File: src/rtl/l_inv_convertion.sv
// Inverse L transform of the Kuznyechik cipher: sixteen inverse rounds R^-1 over a
// 16-byte shift register, with GF(2^8) arithmetic modulo x^8+x^7+x^6+x+1.

module l_inv_gf_mul_const #(
    parameter logic [7:0] K = 8'h01
) (
    input  logic [7:0] a_i,
    output logic [7:0] p_o
);
    logic [7:0] acc;
    logic [7:0] t;

    // Shift-and-add against a fixed constant; reduces to an XOR network.
    always_comb begin
        acc = 8'h00;
        t   = a_i;
        for (int b = 0; b < 8; b++) begin
            if (K[b]) begin
                acc = acc ^ t;
            end
            t = {t[6:0], 1'b0} ^ (t[7] ? 8'hC3 : 8'h00);
        end
        p_o = acc;
    end
endmodule

module l_inv_convertion (
    input  logic         clk,
    input  logic         reset,
    input  logic         enable,
    input  logic [127:0] input_word,
    output logic [127:0] output_word,
    output logic         finish_convertion,
    output logic [1:0]   state_o
);
    localparam logic [1:0] IDLE = 2'd0;
    localparam logic [1:0] RUN  = 2'd1;
    localparam logic [1:0] DONE = 2'd2;

    // Feedback coefficient applied to r[i]; r[15] enters with weight 1.
    localparam logic [7:0] COEF [16] = '{
        8'd148, 8'd32, 8'd133, 8'd16, 8'd194, 8'd192, 8'd1, 8'd251,
        8'd1, 8'd192, 8'd194, 8'd16, 8'd133, 8'd32, 8'd148, 8'd1
    };

    logic [1:0]        state_q, state_d;
    logic [3:0]        cnt_q, cnt_d;
    logic [15:0][7:0]  r_q, r_d;
    logic [127:0]      out_q, out_d;
    logic              fin_q, fin_d;
    logic [15:0][7:0]  prod;
    logic [7:0]        fb;

    for (genvar i = 0; i < 16; i++) begin : g_mul
        l_inv_gf_mul_const #(.K(COEF[i])) u_mul (
            .a_i (r_q[i]),
            .p_o (prod[i])
        );
    end

    always_comb begin
        fb = 8'h00;
        for (int i = 0; i < 16; i++) begin
            fb = fb ^ prod[i];
        end
    end

    always_comb begin
        state_d = state_q;
        cnt_d   = cnt_q;
        r_d     = r_q;
        out_d   = out_q;
        fin_d   = fin_q;
        case (state_q)
            IDLE: begin
                fin_d = 1'b0;
                cnt_d = 4'd0;
                if (enable) begin
                    r_d     = input_word;
                    state_d = RUN;
                end
            end
            RUN: begin
                r_d = {r_q[14:0], fb};
                if (cnt_q == 4'd15) begin
                    state_d = DONE;
                end else begin
                    cnt_d = cnt_q + 4'd1;
                end
            end
            DONE: begin
                out_d = r_q;
                fin_d = 1'b1;
                // Result stays loaded after the handshake closes; only the flag drops.
                if (!enable) begin
                    state_d = IDLE;
                    fin_d   = 1'b0;
                end
            end
            default: begin
                state_d = IDLE;
                cnt_d   = 4'd0;
                fin_d   = 1'b0;
            end
        endcase
    end

    always_ff @(posedge clk) begin
        if (reset) begin
            state_q <= IDLE;
            cnt_q   <= 4'd0;
            out_q   <= 128'd0;
            fin_q   <= 1'b0;
        end else begin
            state_q <= state_d;
            cnt_q   <= cnt_d;
            out_q   <= out_d;
            fin_q   <= fin_d;
        end
    end

    // The working bytes carry no reset; they are only meaningful in RUN and DONE.
    always_ff @(posedge clk) begin
        r_q <= r_d;
    end

    assign output_word       = out_q;
    assign finish_convertion = fin_q;
    assign state_o           = state_q;
endmodule

File: config.mk
export PLATFORM = sky130hd
export DESIGN_NAME = l_inv_convertion
export DESIGN_NICKNAME = d
export VERILOG_FILES = /design/src/rtl/l_inv_convertion.sv
export SDC_FILE = /design/constraint.sdc
export NUM_CORES = 1
export LEC_CHECK = 0
export BUFFER_PORTS_ARGS = -buffer_cell sky130_fd_sc_hd__buf_4
export CAP_MARGIN = 10
export CORE_MARGIN = 3
export CORE_UTILIZATION = 30
export CTS_CLUSTER_SIZE = 16
export DETAILED_ROUTE_END_ITERATION = 10
export GPL_ROUTABILITY_DRIVEN = 0
export GPL_TIMING_DRIVEN = 0
export MAX_ROUTING_LAYER = met4
export PLACE_DENSITY_LB_ADDON = 0.12
export RECOVER_POWER = 50
export SYNTH_ARGS = -nofsm -noshare
export SYNTH_HDL_FRONTEND = slang
export SYNTH_SLANG_ARGS = --single-unit
File: constraint.sdc
create_clock -name clk -period 6.4 [get_ports clk]
set_input_delay 0 -clock clk [delete_from_list [all_inputs] [get_ports clk]]
set_output_delay 0 -clock clk [all_outputs]
set_load 0.02 [all_outputs]
* Word-level counts from Yosys, hierarchy flattened
Index checks and enable logic that the tools add are counted.
** Word-level totals
- Register bits :: 263
- Output and inout bits :: 131
- Logic and storage cells :: 241
** Operators by class
- Add/sub/neg operators :: 1
- Equality and inequality tests :: 7
- Muxes and demuxes :: 91
- Bitwise logic cells :: 117
- Reductions and logical operators :: 5
** Operators by type and width (count)
- 8-bit XOR :: 116
- 8-bit 2-to-1 mux :: 81
- 128-bit case mux with 2 select lines :: 1
- 128-bit 2-to-1 mux :: 1
- 2-bit != test (second input constant) :: 4
- 4-bit case mux with 2 select lines :: 1
- 2-bit 2-to-1 mux :: 3
- 2-bit case mux with 3 select lines :: 1
- 4-bit by 1-bit adder with 4-bit output (second input constant) :: 1
- 4-bit equality test (second input constant) :: 1
- 4-bit 2-to-1 mux :: 1
- 2-bit AND reduction :: 2
- 3-bit AND reduction :: 1
- 2-bit by 1-bit equality test with 1-bit output (second input constant) :: 1
- 2-bit equality test (second input constant) :: 1
- 2-bit zero test :: 1
- 1-bit case mux with 2 select lines :: 1
- 2-bit nonzero test :: 1
- 1-bit 2-to-1 mux :: 1
- 1-bit inverter :: 1

* Logic depth before layout (Yosys ltp)
- Word-level depth :: 31
- Gate-level depth with buffers :: 8

* Modules after synthesis
Synthesis repeated with hierarchy kept, for this count alone.
** Second synthesis, totals
- Cell total of the unflattened synthesis :: 1453
- Area, all modules :: 13370.3 sq um
** By module, submodules not included
- l_inv_convertion :: instances 1, cells each 1249, area each 11164.5 sq um, seq. area each 6546.3 sq um
- l_inv_gf_mul_const at g_mul[5].u_mul ... :: instances 2, cells each 16, area each 202.7 sq um, seq. area each 0.0 sq um
- l_inv_gf_mul_const at g_mul[10].u_mul ... :: instances 2, cells each 19, area each 201.4 sq um, seq. area each 0.0 sq um
- l_inv_gf_mul_const at g_mul[0].u_mul ... :: instances 2, cells each 15, area each 155.1 sq um, seq. area each 0.0 sq um
- l_inv_gf_mul_const at g_mul[12].u_mul ... :: instances 2, cells each 11, area each 148.9 sq um, seq. area each 0.0 sq um
- l_inv_gf_mul_const at g_mul[13].u_mul ... :: instances 2, cells each 10, area each 118.9 sq um, seq. area each 0.0 sq um
- l_inv_gf_mul_const at g_mul[11].u_mul ... :: instances 2, cells each 11, area each 97.6 sq um, seq. area each 0.0 sq um
- l_inv_gf_mul_const at g_mul[15].u_mul ... :: instances 3, cells each 8, area each 60.1 sq um, seq. area each 0.0 sq um
- l_inv_gf_mul_const at g_mul[7].u_mul :: instances 1, cells each 16, area each 176.4 sq um, seq. area each 0.0 sq um

* Least setup slack after synthesis
OpenSTA, ideal clock, no wires.
- Path type :: reg-to-reg
- From :: reg state_q[0] (netlist: state_o[0])
- To :: reg r_q[0] (netlist bit), enable pin
- Setup time :: 617 ps
- Arrival :: 5904 ps
- Data required time :: 5783 ps
- Path slack :: -121 ps
- Cell stages (with the launch flop) :: 3
- Buffers on the path :: 0
- Period minus slack after synthesis :: 6521 ps
- Path through :: dfxtp_1 nor2_1 nor2_1
** On the way
- Cells in the longest elaborated chain, start to end :: 3
- Elaborated cells on any way between the ends :: 5
- Those cells by class :: eq/ne: 2; reduce/logical: 3
** RTL lines
- from (decl) :: line 46 : logic [1:0] state_q, state_d;
- from (signal assigned) :: line 115 : state_q <= state_d;
- 2-bit by 1-bit equality test with 1-bit output / 2-bit zero test (equally long branches) :: line 74 : case (state_q)
- 2-bit nonzero test (no source line) / 2-bit != test (equally long branches)
- 2-bit AND reduction (no source line) *
- to (signal assigned) :: line 124 : r_q <= r_d;
- to (decl) :: line 48 : logic [15:0][7:0] r_q, r_d;
Mark *: on every way between the ends. The rest lies on a longest branch, timed or not.
A chain may end at the register's enable or synchronous reset.

* Final worst setup path
- From :: reg state_q[0] (netlist: state_o[0])
- To :: reg r_q[29] (netlist bit), enable pin
The elaborated chain is that of the path after synthesis.

==> flow_summary.json <==
{
  "synth-seq-cells": 263,
  "fin_crit_ps": 3760,
  "critPathCapture": "r_q[29]$_DFFE_PP_",
  "yosys.area_share.simple_pct": 19.9,
  "syn_area_sq_mm": 0.0123,
  "ys_warn_count": 0,
  "post_cts_resized": 0,
  "worstPathRequired_ps": 6650,
  "synth-xor-area-share_pct": 18.0,
  "clkTransAtPathRegs_ps": 60,
  "timing.fmax_ghz": 0.266,
  "fill_cells": 4105,
  "vias_per_cell": 4.46,
  "peakVddDrop_uv": 393,
  "synth_cells": 1344,
  "rsz0062_at_grt": "false",
  "status": "finished, violations left",
  "synth-adder-area-share_pct": 0.102,
  "antennaDiodeCount": 0,
  "worst_pin_slew_ps": 1810,
  "path_class": "flip-flop to flip-flop",
  "synth_compound_area_share_pct": 5.86,
  "slew_violations": 77,
  "nets": 1901,
  "hold_viol": 0,
  "r2r_setup_slack_ps": 2640,
  "power_leakage_nw": 6.54,
  "synth_top_family_by_area": "simple AND/OR/NAND/NOR gates",
  "fin_crit_sh_pct": 58.8,
  "ant_nets": 0,
  "cts_tree": "built",
  "ys_seq_area_share_pct": 53.4,
  "dieArea_sq_mm": 0.0433,
  "die_y_um": 208,
  "fp.dieW_um": 208,
  "via_count": 10300,
  "synth_cell_type_count": 31,
  "dp_hpwl_um": 34100,
  "grt_max_degree": 30,
  "dpl_cell_area_sq_mm": 0.0150,
  "drt_iter0_markers": 575,
  "cts_buffers": 30,
  "slew_headroom_pct": -21.4,
  "powerDensity_mw_per_mm2": 395,
  "synth_nets": 1476,
  "holdCritPathClass": "input pin to flip-flop",
  "start_util_pct": 30.6,
  "crit_fanout": 27,
  "io_buffers": 260,
  "grt_pass1_vias": 10500,
  "io_pins": 262,
  "clkSinkCount": 263,
  "syn_area_per_cell_sq_um": 9.12,
  "setup_viol": 0,
  "clock_path_buffers": 3,
  "finClkSkew_ps": 13.7,
  "gr-usage-all-layers_pct": 20.6,
  "clk_latency_ps": 560,
  "grt_overflow": 0,
  "r2r_end": "r_q[29]$_DFFE_PP_",
  "worst_setup_path_end_kind": "flip-flop",
  "fin_tns_setup_ps": 0,
  "synth.area.mux_share_pct": 0.173,
  "drc_errors": 0,
  "fin_area_sq_mm": 0.0167,
  "syn_to_final_growth_pct": 36.0,
  "first_pass_iters": 5,
  "critPathLaunchType": "flip-flop",
  "hold_depth": 4,
  "worst_ep_arrival_time_ps": 4010,
  "clockRootBuffer": "clkbuf_16",
  "drive_above_1_share_pct": 10.3,
  "routed_wl_um": 45000,
  "post_cts_buffers": 0,
  "core_area_sq_mm": 0.0401,
  "violations": "max-capacitance violations, max-slew violations",
  "drv_cap": 3,
  "grt_pass1_wl_um": 65800,
  "wl_per_cell_um": 19.4,
  "htree_levels": 1,
  "antenna_found_initial": 0,
  "cp-startpoint": "state_o[0]$_SDFFE_PP0P_",
  "rr_startpoint": "state_o[0]$_SDFFE_PP0P_",
  "reg2reg_depth": 4,
  "rows": 73
}
## critical path, cell delays in order (launching register included)
cell,delay (ps)
dfxtp_1,400
nor2_1,90
nor2_1,1340
clkbuf_1,1300
buf_12,300
## layer usage
layer / share of wire [%] / GRT usage, % / vias up
li1: - / - / 5162
met1: 46 / 28.0 / 4854
met2: 48 / 34.2 / 277
met3: 4.7 / 2.20 / 46
met4: 1.3 / 3.39 / 0
met5: 0 / - / -
## timing repair
| action | CTS | global route |
|---|---|---|
| endpoints found under the setup margin | 0 | 0 |
| hold buffers | 129 | 0 |
| endpoints found under the hold margin | 131 | 0 |
## where the power goes
part / switching (W) / internal [W]
logic: 0.00124 / 0.00153
clock network: 0.000687 / 0.000984
registers: 0.000193 / 0.00195
total: 0.00212 / 0.00447
## how the worst min path moves through the flow
stage | startpoint | end
global placement | input_word[110] | r_q[110]$_DFFE_PP_
floorplan | enable | state_o[1]$_SDFFE_PP0P_
global route | input_word[12] | r_q[12]$_DFFE_PP_
finish | input_word[37] | r_q[37]$_DFFE_PP_
detailed placement | input_word[47] | r_q[47]$_DFFE_PP_
CTS | input_word[37] | r_q[37]$_DFFE_PP_
## sequential cells by signal, indices dropped and copies added, names as in the netlist
register           cells
finish_convertion      1
r_q                  128
state_o                2
output_word          128
cnt_q                  4
## layout by cell type, fill, tap and decap left out, types with 2 or more instances in the layout
cell type      count
buf_4            130
xor3_1             3
xor2_1            27
buf_2              3
edfxtp_1         128
nor2_1            11
clkbuf_8           6
o21ai_1            7
xnor3_1           20
xnor3_2            2
dlygate4sd3_1    129
xnor2_2            3
nand2_1          626
a21oi_1          134
nand3_1            2
inv_1              2
buf_1              5
clkbuf_16         32
clkbuf_1         218
xnor2_1          152
dfxtp_1          135
buf_12             2
clkinv_2           3
## per-stage QoR
step	total power (W)	cells	worst slack (ps)	hold WS (ps)	utilization (%)
after detailed placement	0.00491	2133	3380	274	37.3
after global placement	0.00491	2129	426	277	37.1
final	0.00658	2318	2640	257	41.6
after CTS	0.00668	2318	3360	229	42.9
after floorplan	0.00424	1344	2040	159	-
after global routing	0.00691	2318	2360	263	41.6
## kinds of logic (layout without fill, tap and decap cells)
| group | count (synthesis) | count (layout) |
|---|---|---|
| xor gates and xnor gates | 208 | 208 |
| and+or+nand+nor | 645 | 645 |
| AOI/OAI and AO/OA | 143 | 143 |
| adders and majority gates | 1 | 1 |
| buffers and inverters | 82 | 531 |
| muxes | 2 | 2 |
| DFF | 263 | 263 |
## synth_stat cells, drive strengths merged
cell,number,area share (%)
a21oi,134,5.5
a22oi,1,0.061
xnor2,155,11
dfxtp,135,22
mux2i,1,0.082
nor2,11,0.34
xor3,3,0.58
clkbuf,70,2.1
xor2,28,2.1
nand2b,1,0.051
edfxtp,128,31
nand2,626,19
inv,2,0.061
xnor3,22,4.1
nor4,1,0.051
or2,1,0.051
ha,1,0.10
nand3b,1,0.061
nand3,2,0.082
nor2b,1,0.051
buf,10,0.43
nor3,1,0.041
o21ai,8,0.33
mux2,1,0.092
## layout make-up
class / count / area [sq um] / area share (%)
well taps: 525 / 657 / 3.94
flip-flops and latches: 263 / 6550 / 39.3
clock buffers: 53 / 940 / 5.64
repair buffers: 393 / 2800 / 16.8
clock inverters: 3 / 15.0 / 0.0901
inverters: 2 / 7.51 / 0.0450
plain buffers: 80 / 315 / 1.89
multi-input cells: 999 / 5390 / 32.3
Power figures use the tool's default switching activity.
